--- src/rtl/snp_bus_arb_pkg.sv ---
// Shared cache definitions: snoop type/response encodings and the snoop-bus arbiter FSM states.
package snp_bus_arb_pkg;

  localparam logic [2:0] SDT_RD  = 3'd0;
  localparam logic [2:0] SDT_RFO = 3'd1;
  localparam logic [2:0] SDT_INV = 3'd2;

  localparam logic [2:0] SDR_OKAY  = 3'd0;
  localparam logic [2:0] SDR_SNOOP = 3'd1;
  localparam logic [2:0] SDR_FETCH = 3'd2;

  typedef enum logic [1:0] {IDLE, BCAST, WAIT, RESP} snp_arb_state_e;

  // Any encoding other than RFO/INV is broadcast as a plain read.
  function automatic logic [2:0] snp_norm_type(input logic [2:0] t);
    return ((t == SDT_RFO) || (t == SDT_INV)) ? t : SDT_RD;
  endfunction

endpackage

--- src/rtl/rr_arbiter.sv ---
// Combinational round-robin pick: first set request at or after ptr_i, wrapping.
module rr_arbiter #(
  parameter int unsigned N    = 4,
  parameter int unsigned IdxW = (N > 1) ? $clog2(N) : 1
) (
  input  logic [N-1:0]    req_i,
  input  logic [IdxW-1:0] ptr_i,
  output logic [N-1:0]    gnt_o,
  output logic [IdxW-1:0] idx_o,
  output logic            vld_o
);

  always_comb begin
    int unsigned c;
    logic [IdxW-1:0] ci;
    c     = 0;
    ci    = '0;
    gnt_o = '0;
    idx_o = '0;
    vld_o = 1'b0;
    for (int unsigned k = 0; k < N; k++) begin
      c = 32'(ptr_i) + k;
      if (c >= N) c = c - N;
      ci = IdxW'(c);
      if (!vld_o && req_i[ci]) begin
        vld_o     = 1'b1;
        gnt_o[ci] = 1'b1;
        idx_o     = ci;
      end
    end
  end

endmodule

--- src/rtl/snp_bus_arb.sv ---
// Snoop-bus arbiter: grants one request round-robin, broadcasts it, gathers snoop
// responses and returns a single combined response to the requester.
module snp_bus_arb
  import snp_bus_arb_pkg::*;
#(
  parameter int unsigned NUM_CORES   = 4,
  parameter int unsigned ADDR_WIDTH  = 32,
  parameter int unsigned RSP_TIMEOUT = 16,
  parameter int unsigned SrcW        = (NUM_CORES > 1) ? $clog2(NUM_CORES) : 1
) (
  input  logic                            clk_i,
  input  logic                            rst_n,
  input  logic [NUM_CORES-1:0]            req_vld_i,
  input  logic [NUM_CORES*3-1:0]          req_type_i,
  input  logic [NUM_CORES*ADDR_WIDTH-1:0] req_addr_i,
  output logic [NUM_CORES-1:0]            gnt_o,
  output logic                            snp_vld_o,
  output logic [2:0]                      snp_type_o,
  output logic [ADDR_WIDTH-1:0]           snp_addr_o,
  output logic [SrcW-1:0]                 snp_src_o,
  input  logic [NUM_CORES-1:0]            snp_rsp_vld_i,
  input  logic [NUM_CORES*3-1:0]          snp_rsp_i,
  output logic [NUM_CORES-1:0]            rsp_vld_o,
  output logic [2:0]                      rsp_o
);

  localparam int unsigned CntW = $clog2(RSP_TIMEOUT);
  localparam logic [CntW-1:0] CntLast = CntW'(RSP_TIMEOUT - 1);

  snp_arb_state_e         state_q, state_d;
  logic [SrcW-1:0]        ptr_q, ptr_d, src_q, src_d;
  logic [2:0]             type_q, type_d, rsp_q, rsp_d;
  logic [ADDR_WIDTH-1:0]  addr_q, addr_d;
  logic [NUM_CORES-1:0]   pending_q, pending_d;
  logic                   has_copy_q, has_copy_d;
  logic [CntW-1:0]        cnt_q, cnt_d;

  logic [NUM_CORES-1:0]   arb_gnt, clr;
  logic [SrcW-1:0]        arb_idx;
  logic                   arb_vld, snoop_hit;
  logic [2:0]             sel_type;
  logic [ADDR_WIDTH-1:0]  sel_addr;

  rr_arbiter #(
    .N    (NUM_CORES),
    .IdxW (SrcW)
  ) u_rr_arbiter (
    .req_i (req_vld_i),
    .ptr_i (ptr_q),
    .gnt_o (arb_gnt),
    .idx_o (arb_idx),
    .vld_o (arb_vld)
  );

  always_comb begin
    sel_type = SDT_RD;
    sel_addr = '0;
    for (int unsigned i = 0; i < NUM_CORES; i++) begin
      if (arb_gnt[i]) begin
        sel_type = req_type_i[i*3 +: 3];
        sel_addr = req_addr_i[i*ADDR_WIDTH +: ADDR_WIDTH];
      end
    end
  end

  // Only strobes from still-pending cores count; the requester is never pending.
  assign clr = snp_rsp_vld_i & pending_q;

  always_comb begin
    snoop_hit = 1'b0;
    for (int unsigned i = 0; i < NUM_CORES; i++) begin
      if (clr[i] && (snp_rsp_i[i*3 +: 3] == SDR_SNOOP)) snoop_hit = 1'b1;
    end
  end

  always_comb begin
    state_d    = state_q;
    ptr_d      = ptr_q;
    src_d      = src_q;
    type_d     = type_q;
    addr_d     = addr_q;
    pending_d  = pending_q;
    has_copy_d = has_copy_q;
    cnt_d      = cnt_q;
    rsp_d      = rsp_q;
    unique case (state_q)
      IDLE: begin
        if (arb_vld) begin
          src_d      = arb_idx;
          type_d     = snp_norm_type(sel_type);
          addr_d     = sel_addr;
          pending_d  = ~arb_gnt;
          has_copy_d = 1'b0;
          state_d    = BCAST;
        end
      end
      BCAST: begin
        ptr_d   = (src_q == SrcW'(NUM_CORES - 1)) ? '0 : src_q + 1'b1;
        cnt_d   = '0;
        state_d = WAIT;
      end
      WAIT: begin
        pending_d  = pending_q & ~clr;
        has_copy_d = has_copy_q | snoop_hit;
        cnt_d      = cnt_q + 1'b1;
        if ((pending_d == '0) || (cnt_q == CntLast)) begin
          state_d = RESP;
          if ((pending_d != '0) || (type_q == SDT_INV)) rsp_d = SDR_OKAY;
          else if (has_copy_d)                          rsp_d = SDR_SNOOP;
          else                                          rsp_d = SDR_FETCH;
        end
      end
      RESP:    state_d = IDLE;
      default: state_d = IDLE;
    endcase
  end

  always_ff @(posedge clk_i or negedge rst_n) begin
    if (!rst_n) begin
      state_q    <= IDLE;
      ptr_q      <= '0;
      src_q      <= '0;
      type_q     <= SDT_RD;
      addr_q     <= '0;
      pending_q  <= '0;
      has_copy_q <= 1'b0;
      cnt_q      <= '0;
      rsp_q      <= SDR_OKAY;
    end else begin
      state_q    <= state_d;
      ptr_q      <= ptr_d;
      src_q      <= src_d;
      type_q     <= type_d;
      addr_q     <= addr_d;
      pending_q  <= pending_d;
      has_copy_q <= has_copy_d;
      cnt_q      <= cnt_d;
      rsp_q      <= rsp_d;
    end
  end

  assign gnt_o      = (state_q == BCAST) ? (NUM_CORES'(1) << src_q) : '0;
  assign snp_vld_o  = (state_q == BCAST);
  assign rsp_vld_o  = (state_q == RESP) ? (NUM_CORES'(1) << src_q) : '0;
  assign snp_type_o = type_q;
  assign snp_addr_o = addr_q;
  assign snp_src_o  = src_q;
  assign rsp_o      = rsp_q;

endmodule

--- config.mk ---
export PLATFORM = sky130hd
export DESIGN_NAME = snp_bus_arb
export DESIGN_NICKNAME = d
export VERILOG_FILES = /design/src/rtl/snp_bus_arb_pkg.sv /design/src/rtl/rr_arbiter.sv /design/src/rtl/snp_bus_arb.sv
export SDC_FILE = /design/constraint.sdc
export NUM_CORES = 1
export LEC_CHECK = 0
export CAP_MARGIN = 30
export CORE_MARGIN = 1.5
export CORE_UTILIZATION = 39
export CTS_CLUSTER_DIAMETER = 200
export DETAILED_ROUTE_END_ITERATION = 16
export GPL_ROUTABILITY_DRIVEN = 0
export PLACE_DENSITY = 0.93
export SETUP_SLACK_MARGIN = 0.1
export SLEW_MARGIN = 20
export SYNTH_ARGS = -nofsm -noshare
export SYNTH_HDL_FRONTEND = slang
export SYNTH_SLANG_ARGS = --single-unit
export TNS_END_PERCENT = 10
--- constraint.sdc ---
create_clock -name clk_i -period 4.1 [get_ports clk_i]
set_input_delay 0.82 -clock clk_i [delete_from_list [all_inputs] [get_ports clk_i]]
set_output_delay 0.82 -clock clk_i [all_outputs]
set_load 0.02 [all_outputs]
# Word-level counts from Yosys, hierarchy flattened
# Cells that the tools add are included.
# op_classes
addsub	9
order_cmp	12
n_eq_ne	14
shift	1
n_mux	58
bitwise_logic	8
n_reduce_logical	26
# ops
cell	n
two-way mux 32 bit	4
two-way mux 4 bit	7
two-way mux 2 bit	13
two-way mux 1 bit	17
one-hot mux 4 bit (2 select lines)	2
equality test 3 x 1 -> 1 bit, second input constant	5
two-way mux 3 bit	5
less-than comparator 2 x 3 -> 1 bit, second input constant	4
OR 4 bit	3
logical AND 1 bit	11
greater-or-equal comparator 3 bit, second input constant	3
AND 4 bit	2
binary-select mux 1 bit (select 2 bit)	4
demux 1 bit (select 2 bit)	4
greater-or-equal comparator 2 x 1 -> 1 bit, second input constant	4
inverter 4 bit	2
one-hot mux 2 bit (4 select lines)	1
AND reduction 2 bit	4
subtractor 2 x 1 -> 2 bit, second input constant	4
adder 2 x 2 -> 3 bit, second input constant	2
equality test 2 bit, second input constant	3
equality test 3 x 2 -> 1 bit, second input constant	2
adder 4 x 1 -> 4 bit, second input constant	1
equality test 4 bit, second input constant	1
other kinds (14)	20
# word_totals
ff_bits	53
input_bits	162
word_cells	137

# Logic depth before layout (Yosys ltp)
# depth
ltp_word	21
depth_mapped	14
depth_no_buf	10

# Cells and area by module
# A second synthesis with hierarchy kept.
# unflattened
cells_unflattened	438
area_unflattened_um2	3801.1
# by_module_without_submodules
mod	instances	cells_each	area_per_inst_um2	seq_area_each_um2
snp_bus_arb	1	393	3382.0	1301.2
rr_arbiter	1	45	419.2	0.0

# Least setup slack after synthesis
# Ideal clock, no wire load.
# synth_path
path_kind	register to register
from	register ptr_q[0]
to	register type_q[1], in the netlist snp_type_o[1]
arrival_ns	3.376
slack_ns	0.602
path_stages_with_launch	14
path_buffers	3
path_cell_list	dfrtp_1 buf_6 clkbuf_1 inv_1 ha_1 mux4_2 or2_4 nor3b_4 a22o_2 nor2b_2 buf_4 a221oi_2 o311a_1 a32o_1
# synth_via
elab_chain_cells	21
elab_cells_between_ends	69
cone_classes	add/sub (7); order compare (12); eq/ne (2); mux (33); bitwise (3); reduce/logical (12)
# synth_lines
element	line_no	source
start, declared	snp_bus_arb.sv:31	logic [SrcW-1:0] ptr_q, ptr_d, src_q, src_d;
start signal, assigned	snp_bus_arb.sv:131	ptr_q <= ptr_d;
parallel branches: the longest is 21 deep, another holds adder 2 x 1 -> 3 bit	n/a	
end signal, assigned	snp_bus_arb.sv:133	type_q <= type_d;
end, declared	snp_bus_arb.sv:32	logic [2:0] type_q, type_d, rsp_q, rsp_d;
# Several ways; the timed one is not identified. The select of a mux whose other input is x is not followed.
# A chain may end at the register's enable or synchronous reset.

# Final worst setup path
# layout_path
from	input port req_vld_i[1]
to	register addr_q[15], in the netlist snp_addr_o[15]
# layout_via
elab_chain_cells	16
elab_cells_between_ends	30
cone_classes	mux (20); bitwise (3); reduce/logical (7)
# layout_lines
element	line_no	source
start, declared	snp_bus_arb.sv:13	input logic [NUM_CORES-1:0] req_vld_i,
binary-select mux 1 bit (select 2 bit)	rr_arbiter.sv:25	if (!vld_o && req_i[ci]) begin
two-way mux 1 bit (implied by the code)	rr_arbiter.sv:25	
two-way mux 1 bit	rr_arbiter.sv:25	
logical NOT 1 bit	rr_arbiter.sv:25	
logical AND 1 bit	rr_arbiter.sv:25	
two-way mux 1 bit	rr_arbiter.sv:25	
logical NOT 1 bit	rr_arbiter.sv:25	
logical AND 1 bit	rr_arbiter.sv:25	
two-way mux 1 bit	rr_arbiter.sv:25	
logical NOT 1 bit	rr_arbiter.sv:25	
logical AND 1 bit	rr_arbiter.sv:25	
two-way mux 4 bit	rr_arbiter.sv:25	
two-way mux 32 bit (4 in a row)	snp_bus_arb.sv:59	if (arb_gnt[i]) begin
end signal, assigned	snp_bus_arb.sv:134	addr_q <= addr_d;
end, declared	snp_bus_arb.sv:33	logic [ADDR_WIDTH-1:0] addr_q, addr_d;
# Parallel ways exist; a longest one is shown, timed or not. The select of a mux whose other input is x is not followed.

==> impl_metrics.py <==
metrics = {
    "run_status": {
        "status": "completed",
    },
    "clocking": {
        "cts-buffers-inserted": 5,
        "h-tree-depth": 2,
        "cts_root_buffer": "clkbuf_8",
        "cts_tree": "yes",
        "cts_hold_buf": 0,
        "post_cts_resized": 0,
        "cts.sinks": 52,
        "post_cts_buffers": 0,
        "worstSkewPairLatency_ns": 0.30,
        "clk_pin_slew_ns": 0.09,
        "cts.path.max_buffers": 2,
    },
    "worst_setup_path": {
        "crit_fanout": 15,
        "rr_startpoint": "ptr_q[0]$_DFFE_PN0P_",
        "crit_top_cell": "buf_4",
        "startpoint": "req_vld_i[1]",
        "timing.critical_path.slowest_cell_delay_ns": 0.58,
        "critPathArrivalTime_ns": 3.95,
        "crit_type": "in2reg",
        "cp-end-kind": "flop",
        "r2r_cells": 12,
        "startpoint_type": "primary input",
        "cp_cell_sequence": "clkdlybuf4s50_1 -> mux4_2 -> or2_4 -> nor3b_4 -> a22o_2 -> nor2b_2 -> buf_4 -> buf_4 -> a221oi_1 -> or3_1 -> a21oi_1",
        "cpMaxStageDelayCell": "mux4_2",
        "required_ns": 4.33,
    },
    "sta": {
        "holdWs_ns": 0.495,
        "final.setup.tns_ns": 0,
        "hold_viol": 0,
        "fmax_ghz": 0.269,
        "slew-limit-headroom_pct": 43.9,
        "worst_slew_pin_slew_ns": 0.838,
        "skew_ns": 0.00766,
        "setup_violations": 0,
        "fin_crit_ns": 3.72,
        "slew_viol_final": 0,
        "period_share_pct": 90.8,
        "rsz0062_at_grt": "false",
    },
    "place": {
        "dpl.hpwl_mm": 10.9,
        "portBuffers": 209,
        "placedCellCount": 779,
    },
    "yosys": {
        "ys_warn_count": 0,
        "synth.cell_area_mm2": 0.00378,
        "synth_area_leaders": "dfrtp_1 34%, a21oi_1 9.4%, nor2_1 7.8%, a221oi_1 7.6%, ha_1 5.6%",
        "yosys_register_bits": 52,
        "synth_edf_count": 0,
        "synth_cell_types": 50,
        "ys_async_sr_fraction_pct": 100,
        "yosysMostFrequentCell": "nor2_1",
        "synth_ff_type": "dfrtp_1",
        "synth.top_cells.by_count": "79 x nor2_1, 71 x a21oi_1, 52 x dfrtp_1",
        "yosysTopAreaCellShare_pct": 34.4,
        "synth.yosys.seq_area_share_pct": 34.4,
        "avgSynthCellArea_um2": 8.24,
        "syn_inst": 459,
        "yosys.area.top_type": "dfrtp_1",
        "synth_nets": 638,
    },
    "route": {
        "via_per_inst": 5.67,
        "vias": 4458,
        "detail-route-antenna-nets": 0,
        "wl_mm": 14.1,
        "first_pass_iters": 5,
        "wl_per_cell_um": 17.9,
        "route.detailed.drc": 0,
        "drt-initial-drc-count": 218,
    },
    "finish": {
        "drive_gt1_share_pct": 6.39,
        "diodes": 0,
        "nNetsFinal": 836,
        "fin_cells": 786,
        "fill_cells": 773,
        "area_delta_synth_final_pct": 61.1,
    },
    "power": {
        "peakVddDrop_v": 0.000336,
        "pwr-share-clk_pct": 6.4,
        "share_comb_of_total_power_pct": 74.6,
        "p_seq_share_pct": 18.9,
        "p_leak_uw": 0.00249,
        "p_int_uw": 2520,
        "swShare_pct": 48.7,
        "power_density_mw_per_mm2": 807,
        "p_sw_uw": 2400,
    },
    "die": {
        "num_rows": 35,
        "core-area_mm2": 0.00933,
        "die_area_mm2": 0.0103,
        "start_util_pct": 40.5,
        "dieWidth_um": 101,
        "die_height_um": 101,
        "ioPinCount": 211,
    },
    "global_route": {
        "grt_use_total_pct": 26.2,
        "antenna_found_initial": 0,
        "grt_pass1_vias": 4445,
        "grt_max_degree": 53,
        "grt_pass1_wl_mm": 21.2,
        "grt-ovfl-total": 0,
    },
    "run": {
        "cap_violations": 0,
    },
    "min_path": {
        "hold_start": "rsp_o[1]$_DFFE_PN0P_",
        "hp-class": "reg2reg",
        "hold_depth": 2,
    },
}
## path summary, 6_finish.rpt
kind / end / slack [ns]
worst min register to register: rsp_o[1]$_DFFE_PN0P_ / 0.50
max in group asynchronous: snp_addr_o[1]$_DFFE_PN0P_ / 3.02
worst max register to register: snp_addr_o[15]$_DFFE_PN0P_ / 0.70
min in group asynchronous: ptr_q[0]$_DFFE_PN0P_ / 0.63
worst min-delay path: rsp_o[1]$_DFFE_PN0P_ / 0.50
worst max-delay path: snp_addr_o[15]$_DFFE_PN0P_ / 0.38
## routing by layer
layer,GRT usage (%),wire length (um)
met1,29.3,5430
met2,48.5,7120
met3,3.93,955
met4,12.4,603
met5,0,0
## logic make-up (layout without fill, tap and decap cells)
group | after synthesis | count (layout) | synth area share [%]
AOI/OAI and AO/OA | 157 | 157 | 27.2
other | 1 | 1 | 0.0992
and+or+nand+nor | 167 | 167 | 21.9
DFF | 52 | 52 | 34.4
muxes | 10 | 10 | 4.04
buffers and inverters | 55 | 253 | 6.72
adders and majority gates | 17 | 17 | 5.63
## state kept, by name, indices dropped and copies added (netlist names)
name / cells
state_q: 2
ptr_q: 2
has_copy_q: 1
snp_type_o: 3
cnt_q: 4
pending_q: 4
snp_src_o: 2
rsp_o: 2
snp_addr_o: 32
## cell usage in the layout, fill, tap and decap left out, drive strengths merged, types with 10 or more instances in the layout
cell	count
a221oi	34
and2	10
o21ai	21
inv	18
ha	17
nand2	17
clkdlybuf4s50	208
a21oi	71
or3	33
buf	20
dfrtp	52
nor2	79
## power by group through the flow
stage                     Clock [uW]  Sequential (uW)  Combinational (uW)
after floorplan                    0             1140                2210
after global placement             0              925                3490
after detailed placement           0              939                3650
after CTS                        321              929                3660
after global routing             341              959                4000
final                            317              930                3670
## metrics by stage
stage               util [%]  instance area (um^2)  total power, uW  setup WS (ns)
CTS                     65.3                  6090             4910          0.404
detailed placement      64.3                  5990             4590         0.0784
floorplan                  -                  3780             3350          0.602
global placement        64.3                  5990             4410          0.262
finish                  65.3                  6090             4920          0.377
global route            65.3                  6090             5300          0.220
## area by class of cell
| type | count | area, um^2 | share of cell area, % |
|---|---|---|---|
| sequential | 52 | 1300 | 21.4 |
| inverter | 18 | 67.6 | 1.11 |
| clock buffer | 7 | 96.3 | 1.58 |
| timing repair buffer | 228 | 2230 | 36.6 |
| multi-input combinational | 352 | 2230 | 36.7 |
| tap | 129 | 161 | 2.65 |
## worst max-delay path, delay by kind of cell
family                 cells  cell delay (ns)
and+or+nand+nor            4             1.15
buffers and inverters      3             0.91
muxes                      1             0.58
AOI/OAI and AO/OA          3             0.47
No activity file was read; power rests on OpenSTA's default activity.
